`src/rtl/pipe_in_check_param_if.sv`:
```
// Pipe-in endpoint handshake bundle: write strobe, data, ready.
// master = endpoint side, slave = checker side.
interface pipe_in_check_param_if #(
  parameter int DATA_WIDTH = 16
);
  logic                  pipe_in_write;
  logic [DATA_WIDTH-1:0] pipe_in_data;
  logic                  pipe_in_ready;

  modport master (
    output pipe_in_write,
    output pipe_in_data,
    input  pipe_in_ready
  );

  modport slave (
    input  pipe_in_write,
    input  pipe_in_data,
    output pipe_in_ready
  );
endinterface

```
`src/rtl/pipe_in_check_param.sv`:
```
// Pipe-in data checker: counter/PRBS compare, throttled ready, error stats.
// Optional first-error capture enabled by defining PIPE_CHECK_FIRST_ERR_EN.
module pipe_in_check_param #(
  parameter int          DATA_WIDTH    = 16,
  parameter int          ERR_CNT_WIDTH = 16,
  parameter logic [31:0] LFSR_SEED     = 32'h0D0C_0B0A
) (
  input  logic                     clk,
  input  logic                     reset,
  input  logic                     mode,
  input  logic                     throttle_set,
  input  logic [31:0]              throttle_val,
  pipe_in_check_param_if.slave     pipe,
  output logic [ERR_CNT_WIDTH-1:0] error_count,
  output logic [31:0]              word_count,
  output logic                     protocol_err
`ifdef PIPE_CHECK_FIRST_ERR_EN
  ,
  output logic                     first_err_valid,
  output logic [31:0]              first_err_index,
  output logic [DATA_WIDTH-1:0]    first_err_data,
  output logic [DATA_WIDTH-1:0]    first_err_expected
`endif
);

  localparam int REP = (DATA_WIDTH + 31) / 32;
  localparam logic [DATA_WIDTH-1:0] CNT_ONE = 1;
  localparam logic [ERR_CNT_WIDTH-1:0] ERR_ONE = 1;

  logic [31:0]           throttle;
  logic                  ready_q;
  logic [31:0]           lfsr;
  logic [31:0]           lfsr_nxt;
  logic [REP*32-1:0]     lfsr_rep;
  logic [DATA_WIDTH-1:0] cnt;
  logic [DATA_WIDTH-1:0] expected;
  logic                  mismatch;

  assign lfsr_nxt = {lfsr[30:0], lfsr[31] ^ lfsr[21] ^ lfsr[1] ^ lfsr[0]};
  assign lfsr_rep = {REP{lfsr}};
  assign expected = mode ? lfsr_rep[DATA_WIDTH-1:0] : cnt;
  assign mismatch = pipe.pipe_in_write &&
                    (pipe.pipe_in_data != expected);

  assign pipe.pipe_in_ready = ready_q;

  always_ff @(posedge clk) begin
    if (reset) begin
      throttle     <= 32'hFFFF_FFFF;
      ready_q      <= 1'b0;
      error_count  <= '0;
      word_count   <= '0;
      protocol_err <= 1'b0;
      cnt          <= CNT_ONE;
      lfsr         <= LFSR_SEED;
    end else begin
      throttle <= throttle_set ? throttle_val
                               : {throttle[0], throttle[31:1]};
      ready_q  <= throttle[0];
      if (pipe.pipe_in_write) begin
        word_count <= word_count + 32'd1;
        if (mismatch && (error_count != '1))
          error_count <= error_count + ERR_ONE;
        // Violating writes are still checked; only the flag records them
        if (!ready_q)
          protocol_err <= 1'b1;
        if (mode)
          lfsr <= lfsr_nxt;
        else
          cnt <= cnt + CNT_ONE;
      end
    end
  end

`ifdef PIPE_CHECK_FIRST_ERR_EN
  always_ff @(posedge clk) begin
    if (reset) begin
      first_err_valid    <= 1'b0;
      first_err_index    <= '0;
      first_err_data     <= '0;
      first_err_expected <= '0;
    end else if (mismatch && !first_err_valid) begin
      first_err_valid    <= 1'b1;
      first_err_index    <= word_count;
      first_err_data     <= pipe.pipe_in_data;
      first_err_expected <= expected;
    end
  end
`endif

endmodule

```
`src/flat_wrapper.sv`:
```
// flat-port wrapper written by rule: the top's interface ports become plain ports
module pipe_in_check_param_flat 
#(
  parameter int          DATA_WIDTH    = 16,
  parameter int          ERR_CNT_WIDTH = 16,
  parameter logic [31:0] LFSR_SEED     = 32'h0D0C_0B0A
)
  (clk, reset, mode, throttle_set, throttle_val, error_count, word_count, protocol_err, pipe_pipe_in_write, pipe_pipe_in_data, pipe_pipe_in_ready);
  pipe_in_check_param_if #(.DATA_WIDTH(DATA_WIDTH)) pipe_i ();
  input  logic clk;
  input  logic reset;
  input  logic mode;
  input  logic throttle_set;
  input  logic [31:0] throttle_val;
  output logic [ERR_CNT_WIDTH-1:0] error_count;
  output logic [31:0] word_count;
  output logic protocol_err;
  input wire logic [$bits(pipe_i.pipe_in_write)-1:0] pipe_pipe_in_write;
  input wire logic [$bits(pipe_i.pipe_in_data)-1:0] pipe_pipe_in_data;
  output wire logic [$bits(pipe_i.pipe_in_ready)-1:0] pipe_pipe_in_ready;
  assign pipe_i.pipe_in_write = pipe_pipe_in_write;
  assign pipe_i.pipe_in_data = pipe_pipe_in_data;
  assign pipe_pipe_in_ready = pipe_i.pipe_in_ready;
  pipe_in_check_param #(.DATA_WIDTH(DATA_WIDTH), .ERR_CNT_WIDTH(ERR_CNT_WIDTH), .LFSR_SEED(LFSR_SEED)) u_core (.clk(clk), .reset(reset), .mode(mode), .throttle_set(throttle_set), .throttle_val(throttle_val), .pipe(pipe_i), .error_count(error_count), .word_count(word_count), .protocol_err(protocol_err));
endmodule
```
`config.mk`:
```
export PLATFORM = sky130hd
export DESIGN_NAME = pipe_in_check_param_flat
export DESIGN_NICKNAME = d
export VERILOG_FILES = /design/src/rtl/pipe_in_check_param_if.sv /design/src/rtl/pipe_in_check_param.sv /design/src/flat_wrapper.sv
export SDC_FILE = /design/constraint.sdc
export NUM_CORES = 1
export LEC_CHECK = 0
export ABC_AREA = 1
export ABC_CLOCK_PERIOD_IN_PS = 4670
export CORE_MARGIN = 10
export CORE_UTILIZATION = 45
export DETAILED_ROUTE_END_ITERATION = 8
export PLACE_DENSITY = 0.78
export SETUP_SLACK_MARGIN = 0.15
export SLEW_MARGIN = 25
export SYNTH_ARGS = -nofsm -noshare
export SYNTH_HDL_FRONTEND = slang
export SYNTH_SLANG_ARGS = --single-unit
```
`constraint.sdc`:
```
create_clock -name clk -period 4.67 [get_ports clk]
set_input_delay 0.7005 -clock clk [delete_from_list [all_inputs] [get_ports clk]]
set_output_delay 0.7005 -clock clk [all_outputs]
set_load 0.02 [all_outputs]
```
==> results of run 1 <==
## sequential cells by signal (all words and copies together) (netlist names)
register and flops:
u_core.pipe.pipe_in_ready 1, u_core.word_count 32, u_core.error_count 16, u_core.protocol_err 1, u_core.cnt 16, u_core.throttle 32, u_core.lfsr 32
## power by group through the flow
| stage | Clock [uW] | Combinational (uW) | Sequential [uW] |
|---|---|---|---|
| final | 1370 | 214 | 1170 |
| after global routing | 1430 | 245 | 1180 |
| after floorplan | 0 | 130 | 1200 |
| after global placement | 0 | 210 | 1200 |
| after CTS | 1390 | 215 | 1170 |
| after detailed placement | 0 | 214 | 1200 |
## logic make-up (layout without fill, tap and decap cells)
kind of cell               after synthesis  in the layout  synth area share (%)
adders and majority gates                3              3                 0.621
AOI/OAI and AO/OA                      104            104                  9.25
xor gates and xnor gates                27             27                  3.91
DFF                                    130            130                  43.1
and+or+nand+nor                        501            501                  35.4
buffers and inverters                  113            217                  7.70
## through the flow
step | power (uW) | setup slack [ns] | hold slack (ns)
after CTS | 2780 | 1.77 | 0.429
after global routing | 2860 | 1.50 | 0.437
after detailed placement | 1410 | 1.41 | 0.414
final | 2750 | 1.73 | 0.426
after floorplan | 1330 | 2.71 | 0.405
after global placement | 1410 | 1.50 | 0.409
## cell type report
cell class                      count  area [sq um]  share of cell area (%)
Tap cell                          176           220                    2.84
Multi-Input combinational cell    635          2980                    38.3
Timing Repair Buffer              108          1060                    13.7
Inverter                           77           289                    3.73
Clock buffer                       18           429                    5.53
Sequential cell                   130          2600                    33.5
Clock inverter                     14           181                    2.34
## worst max path at each step
stage                                       end  slack [ns]  from
final                     u_core.error_count[6]        1.73  mode
after global routing      u_core.error_count[2]        1.50  mode
after CTS                 u_core.error_count[4]        1.77  mode
after detailed placement  u_core.error_count[1]        1.41  mode
after global placement    u_core.error_count[5]        1.50  mode
after floorplan           u_core.error_count[0]        2.71  mode
## layout by cell type (no fill, tap or decap), types with 2 or more instances in the layout
master             n
a31oi_1            3
inv_6              2
clkdlybuf4s50_1  101
nand2_4            2
inv_2              5
nor2_1           103
nor3_2             2
o221ai_1           3
buf_4              6
nor2_2             3
o21ai_0           38
bufinv_16          3
xor2_1            16
nand4_1           17
clkinv_4           4
xnor2_1           11
clkinvlp_4         3
nand2_2            2
nor3_1            15
clkbuf_16         17
nand2_1          250
a21oi_1           53
a211oi_1           2
ha_1               3
nor3b_1            2
nand3_1           96
inv_1             72
dfxtp_1          130
nor4_1             4
nand3b_1           4
## layer usage
| layer | GRT usage [%] | vias to the layer above | share of wire [%] |
|---|---|---|---|
| li1 | - | 3024 | - |
| met1 | 21.3 | 2577 | 46 |
| met2 | 25.1 | 184 | 44 |
| met3 | 6.53 | 21 | 8.4 |
| met4 | 4.79 | 0 | 1.1 |
| met5 | 0 | - | 0 |
## worst max-delay path: stages
cell and delay (ns):
clkdlybuf4s50_1 0.95, inv_2 0.30, nand2_1 0.16, nand2_1 0.07, nand2_1 0.08, nand2_1 0.07
nor2_1 0.12, nand2_1 0.10, nor2_2 0.16, nand2_4 0.16, nand2_4 0.20, nand2_1 0.08
a21oi_1 0.12
==> flow_metrics.tcl, run 1 <==
set metrics [dict create \
    status "finished, final reports clean" \
    io_pins 103 \
    antenna_found_initial 0 \
    ctsHoldBuffers 0 \
    cp.required_ns 5.01 \
    wl_per_cell_um 13.1 \
    chipWidth_um 136 \
    yosysWarnings 0 \
    routed_wl_um 15100 \
    synthArstFlopShare_pct 0 \
    io_buffers 102 \
    hp-class "reg2reg" \
    hold_viol_final 0 \
    drive_gt1_share_pct 5.60 \
    ys_seq_elements 130 \
    fin_crit_ns 2.94 \
    initial_core_util_pct 45.8 \
    r2r-start "u_core.error_count[0]" \
    clock.fmax_mhz 341 \
    synth_edf_count 0 \
    ir_drop_v 0.000280 \
    fillers 1206 \
    synth.net_count 934 \
    vias 5806 \
    end_kind "flip-flop" \
    holdPathEnd "u_core.throttle[25]" \
    combPwrFrac_pct 7.8 \
    clockPowerShare_pct 49.6 \
    h-tree-depth 4 \
    fin_skew_ns 0.00692 \
    fin_cells 1158 \
    power_density_nw_per_um2 355 \
    p_leak_uw 0.00313 \
    gp_congestion 0.881 \
    diodes 0 \
    clkLatencyLatePin_ns 0.42 \
    yosys-top-cells-count "250 x nand2_1, 130 x dfxtp_1, 103 x nor2_1, 96 x nand3_1, 72 x inv_1" \
    postCtsSetupBuffers 0 \
    cts.sinks 130 \
    crit_type "in2reg" \
    syn_to_final_growth_pct 28.4 \
    dp_hpwl_um 10500 \
    syn-cell-area_sq_um 6040 \
    cap_viol_max_count 0 \
    syn_inst 878 \
    switchingPower_uw 659 \
    final_area_sq_um 7760 \
    setup_tns_ns 0 \
    path_clk_slew_ns 0.06 \
    switching_share_pct 23.9 \
    setup_viol 0 \
    drt-initial-drc-count 480 \
    tightest_slew_ns 0.865 \
    slew_viol_final 0 \
    drt_first_pass_iters 5 \
    grt_use_total_pct 16.6 \
    drc 0 \
    yosys.cell_types.count 34 \
    placement.cell_area_sq_um 7150 \
    seq_power_share_pct 42.6 \
    grt_start_max_net_pins 50 \
    ctsResizeCount 0 \
    timing.rr.end "u_core.error_count[6]" \
    yosys-top-cells-area "dfxtp_1 43%, nand2_1 16%, nand3_1 8.0%, nor2_1 6.4%, inv_1 4.5%" \
    root_buffer "clkbuf_16" \
    synth_seq_area_share_pct 43.1 \
    dieArea_sq_um 18500 \
    fin_crit_sh_pct 62.9 \
    hold_start "u_core.throttle[26]" \
    ant_nets 0 \
    yosysMostFrequentCell "nand2_1" \
    p_int_uw 2100 \
    yosys.area.top_type "dfxtp_1" \
    nets 1025 \
    grt_pass1_wl_um 25400 \
    viasPerCell 5.01 \
    whs_path_depth 2 \
    critPathArrivalTime_ns 3.28 \
    fp.dieH_um 136 \
    cts_tree "done" \
    postLayoutCoreUtil_pct 58.8 \
    grt-ovfl-total 0 \
    crit_fanout 20 \
    ff2ff_path_depth 9 \
    synth_top_flop_cell "dfxtp_1" \
    place_inst 1126 \
    first_global_vias 5352 \
    rsz0062_at_grt "no" \
    netlist.area_leader.share_pct 43.1 \
    reg2reg_setup_slack_ns 2.61 \
    cts_max_path_buffers 2 \
    start_kind "primary input" \
    rows 42 \
    core_sq_um 13200 \
    avgSynthCellArea_sq_um 6.88 \
    cts_made_buffers 17 \
    relSlewSlack_pct 42.3 \
]
Note: power is estimated with default switching activity, not from simulation.
==> inputs of run 2 (changes only) <==
Settings changed: ABC_CLOCK_PERIOD_IN_PS 4670 to 2400, PLACE_DENSITY 0.78 to 0.81.
Clock period 4.67 ns to 2.4 ns, I/O delays scaled along.
==> run 2 against run 1 <==
Clock skew shrank 0.00095 ns. Clock-buffer cell count grew 1. Critical endpoint is now u_core.error_count[5]. Final area rose by 1.4%.
==> flow_metrics.tcl, run 2 (same netlist as run 1, synthesis figures left out) <==
set metrics [dict create \
    status "finished, final reports clean" \
    chipWidth_um 136 \
    syn_to_final_growth_pct 30.1 \
    clock.fmax_mhz 507 \
    ant_nets 0 \
    io_pins 103 \
    cts_made_buffers 17 \
    power_uw 5450 \
    relSlewSlack_pct 42.5 \
    dieArea_sq_um 18500 \
    crit_start "mode" \
    rows 42 \
    io_buffers 102 \
    layout_commonest_cell "nand2_1" \
    critPathArrivalTime_ns 2.33 \
    vias 5904 \
    nets 1032 \
    r2r-start "u_core.error_count[0]" \
    grt-ovfl-total 0 \
    hold_start "u_core.throttle[20]" \
    ctsResizeCount 0 \
    antenna_found_initial 0 \
    root_buffer "clkbuf_16" \
    first_global_vias 5362 \
    clkLatencyLatePin_ns 0.43 \
    viasPerCell 5.07 \
    start_kind "primary input" \
    drt_first_pass_iters 4 \
    gp_congestion 0.853 \
    cts.sinks 130 \
    dp_hpwl_um 10600 \
    core_sq_um 13200 \
    tightest_slew_ns 0.861 \
    seq_area_sq_um 2600 \
    cap_viol_max_count 0 \
    diodes 0 \
    power_density_nw_per_um2 692 \
    cp.required_ns 2.76 \
    cts_tree "done" \
    ctsHoldBuffers 0 \
    grt_pass1_wl_um 25400 \
    drive_gt1_share_pct 6.37 \
    setup_viol 0 \
    grt_start_max_net_pins 89 \
    slew_viol_final 0 \
    crit_type "in2reg" \
    fp.dieH_um 136 \
    p_leak_uw 0.00319 \
    drt-initial-drc-count 424 \
    end_kind "flip-flop" \
    hold_viol_final 0 \
    wl_per_cell_um 13.4 \
    crit_fanout 18 \
    drc 0 \
    path_clk_slew_ns 0.06 \
    postCtsSetupBuffers 0 \
    fin_crit_ns 1.97 \
    hp-class "reg2reg" \
    rsz0062_at_grt "no" \
    routed_wl_um 15600 \
    multi_input_area_sq_um 2980 \
    top_regs "u_core.lfsr (32), u_core.throttle (32), u_core.word_count (32)" \
    fillers 1175 \
    fin_crit_sh_pct 82.3 \
    fin_skew_ns 0.00597 \
    cts_max_path_buffers 2 \
    h-tree-depth 4 \
    final_cell_mix "250 x nand2_1, 130 x dfxtp_1, 103 x nor2_1" \
    ir_drop_v 0.000659 \
    setup_tns_ns 0 \
    grt_use_total_pct 16.7 \
    initial_core_util_pct 45.8 \
]
## run 2: changes by cell type in the layout (fill, tap and decap cells not counted), sizes merged
| cell | previous run | this run |
|---|---|---|
| clkbuf | 18 | 19 |
| buf | 7 | 14 |
| clkinv | 5 | 2 |
| inv | 80 | 82 |
## run 2: path summary, 6_finish.rpt
kind | endpoint | slack, ns | cells after the start
hold reg to reg | u_core.throttle[19] | 0.42 | 2
setup reg to reg | u_core.error_count[5] | 0.47 | 9
hold / removal | u_core.throttle[19] | 0.42 | 2
setup / recovery | u_core.error_count[5] | 0.43 | 12
## run 2: power by group
| part | total [uW] | internal, uW | switching, uW |
|---|---|---|---|
| Combinational | 430 | 197 | 234 |
| Clock | 2730 | 1710 | 1020 |
| Sequential | 2290 | 2240 | 41.9 |
## run 2: per-stage QoR
stage               util, %  hold WS [ns]  area, sq um  instances  worst slack, ns
detailed placement     54.9         0.417         7240       1133          0.00490
floorplan                 -         0.405         6040        878            0.465
global placement       54.9         0.409         7240       1133           0.0585
global route           59.6         0.446         7870       1165            0.203
CTS                    59.6         0.429         7870       1165            0.440
finish                 59.6         0.424         7870       1165            0.426
## run 2: layout make-up
cell class	instances	share of cell area, %
well taps	176	2.80
clock buffers	19	5.76
multi-input cells	635	37.8
inverters	77	3.67
repair buffers	115	14.6
flip-flops and latches	130	33.1
clock inverters	13	2.21
## run 2: metal layers
metal | wire, um | track usage [%]
met1 | 6980 | 20.4
met5 | 0 | 0
met2 | 7080 | 25.8
met4 | 294 | 6.51
met3 | 1280 | 6.49
## run 2: worst max-delay path, cell delays in order
cell and delay, ns:
clkdlybuf4s50_1 0.49, inv_2 0.27, nand2_1 0.12, nand3_1 0.09
nand2_1 0.05, nor2_1 0.13, nand2_1 0.10, nor2_2 0.16
nand2_4 0.15, nand2_4 0.19, nand2_1 0.09, a21oi_2 0.12
==> inputs of run 3 (changes only) <==
Settings changed: ABC_CLOCK_PERIOD_IN_PS 2400 to 2100, PLACE_DENSITY 0.81 to 0.78.
Clock period 2.4 ns to 2.1 ns, I/O delays scaled along.
==> run 3 against run 2 <==
Non-clock buffer count is 17 higher. Combinational power grew 18%. Cell count increased by 1.5%. Critical endpoint is now word_count[3].
==> flow_metrics.tcl, run 3 (same netlist as run 1, synthesis figures left out) <==
set metrics [dict create \
    status "finished, final reports clean" \
    fin_skew_ns 0.00703 \
    drc 0 \
    drt-initial-drc-count 430 \
    gp_congestion 0.890 \
    layout_commonest_cell "nand2_1" \
    grt_pass1_wl_um 26200 \
    seq_power_share_pct 41.8 \
    cp_num_buf_inv 1 \
    vias 5996 \
    setup_viol 0 \
    hold_ws_ns 0.285 \
    worst_path_max_delay_cell "clkdlybuf4s50_1" \
    critPathArrivalTime_ns 1.54 \
    first_global_vias 5505 \
    crit_start "u_core.word_count[3]" \
    clock.fmax_mhz 538 \
    cp_cell_sequence "clkdlybuf4s50_1" \
    chipWidth_um 136 \
    grt_use_total_pct 17.2 \
    nets 1049 \
    root_buffer "clkbuf_16" \
    top_regs "u_core.lfsr (32), u_core.throttle (32), u_core.word_count (32)" \
    ir_drop_v 0.000723 \
    io_buffers 102 \
    initial_core_util_pct 45.8 \
    fin_cells 1182 \
    cts_max_path_buffers 2 \
    hold_start "reset" \
    dp_hpwl_um 10900 \
    rows 42 \
    start_kind "flip-flop" \
    place_inst 1149 \
    cp.required_ns 1.78 \
    rsz0062_at_grt "no" \
    crit_fanout 6 \
    fin_crit_sh_pct 88.5 \
    hold_viol_final 0 \
    cts.sinks 130 \
    switching_share_pct 22.9 \
    grt_start_max_net_pins 75 \
    tightest_slew_ns 0.882 \
    p_leak_uw 0.00330 \
    final_cell_mix "250 x nand2_1, 129 x dfxtp_1, 101 x nor2_1, 101 x clkdlybuf4s50_1, 96 x nand3_1" \
    slowest_delay_ns 0.69 \
    ctsHoldBuffers 0 \
    clkLatencyLatePin_ns 0.42 \
    drt_first_pass_iters 5 \
    power_density_nw_per_um2 776 \
    h-tree-depth 4 \
    antenna_found_initial 0 \
    syn_to_final_growth_pct 33.1 \
    cap_viol_max_count 0 \
    drive_gt1_share_pct 8.25 \
    crit_type "reg2out" \
    viasPerCell 5.07 \
    cts_made_buffers 17 \
    fp.dieH_um 136 \
    slew_viol_final 0 \
    combPwrFrac_pct 8.1 \
    fin_crit_ns 1.86 \
    path_clk_slew_ns 0.06 \
    relSlewSlack_pct 41.2 \
    dieArea_sq_um 18500 \
    p_int_uw 4810 \
    switchingPower_uw 1430 \
    core_sq_um 13200 \
    end_kind "output pin" \
    ant_nets 0 \
    routed_wl_um 16000 \
    r2r-start "u_core.error_count[1]" \
    clockPowerShare_pct 50.0 \
    cts_tree "done" \
    wl_per_cell_um 13.5 \
    grt-ovfl-total 0 \
    crit_family "buffers and inverters" \
    hp-class "in2reg" \
    io_pins 103 \
    diodes 0 \
]
-- run 3: changes by cell type in the layout (fill, tap and decap cells not counted), moves of 2 or more --
cell,before,now
buf_4,10,24
clkinv_2,0,5
inv_6,5,1
buf_12,3,6
nor2_1,103,101
nor2_2,3,5
-- run 3: metrics by stage --
step | setup WS, ns | instance area (sq um) | TNS (ns) | util (%) | total power (uW)
6_report | 0.242 | 8040 | 0 | 61.0 | 6240
5_1_grt | 0.166 | 8040 | 0 | 61.0 | 6470
4_1_cts | 0.238 | 8010 | 0 | 60.7 | 6280
3_3_place_gp | -0.0231 | 7380 | -0.216 | 56.0 | 3150
2_1_floorplan | 0.165 | 6040 | 0 | - | 2950
3_5_place_dp | -0.0635 | 7380 | -0.824 | 56.0 | 3160
-- run 3: power groups by stage --
stage	combinational (uW)	clock, uW	sequential, uW
floorplan	288	0	2660
global placement	492	0	2660
CTS	505	3160	2610
detailed placement	501	0	2660
global route	572	3280	2620
finish	507	3120	2610
-- run 3: final cells by class --
| class | instances | area, sq um |
|---|---|---|
| Inverter | 77 | 289 |
| Multi-Input combinational cell | 635 | 2990 |
| Clock buffer | 18 | 439 |
| Timing Repair Buffer | 132 | 1320 |
| Tap cell | 176 | 220 |
| Clock inverter | 14 | 186 |
| Fill cell | 1175 | 5150 |
| Sequential cell | 130 | 2600 |
-- run 3: repair_timing --
action,CTS,global route
resized for setup,0,4
setup buffers,0,1
setup endpoints to repair,0,17
-- run 3: worst paths after layout --
path                                             endpoint  slack (ns)  cells after the start
worst min register to register  u_core.pipe.pipe_in_ready        0.43                      2
worst max-delay path                        word_count[3]        0.24                      1
worst max register to register      u_core.error_count[0]        0.33                      9
worst min-delay path                u_core.word_count[31]        0.29                      4
-- run 3: routing by layer --
layer | GRT usage [%] | up-vias | wire length, um
met5 | 0 | - | 0
met4 | 6.09 | 0 | 314
met3 | 6.57 | 29 | 1270
met2 | 26.4 | 173 | 7190
met1 | 21.5 | 2725 | 7210
li1 | - | 3069 | -
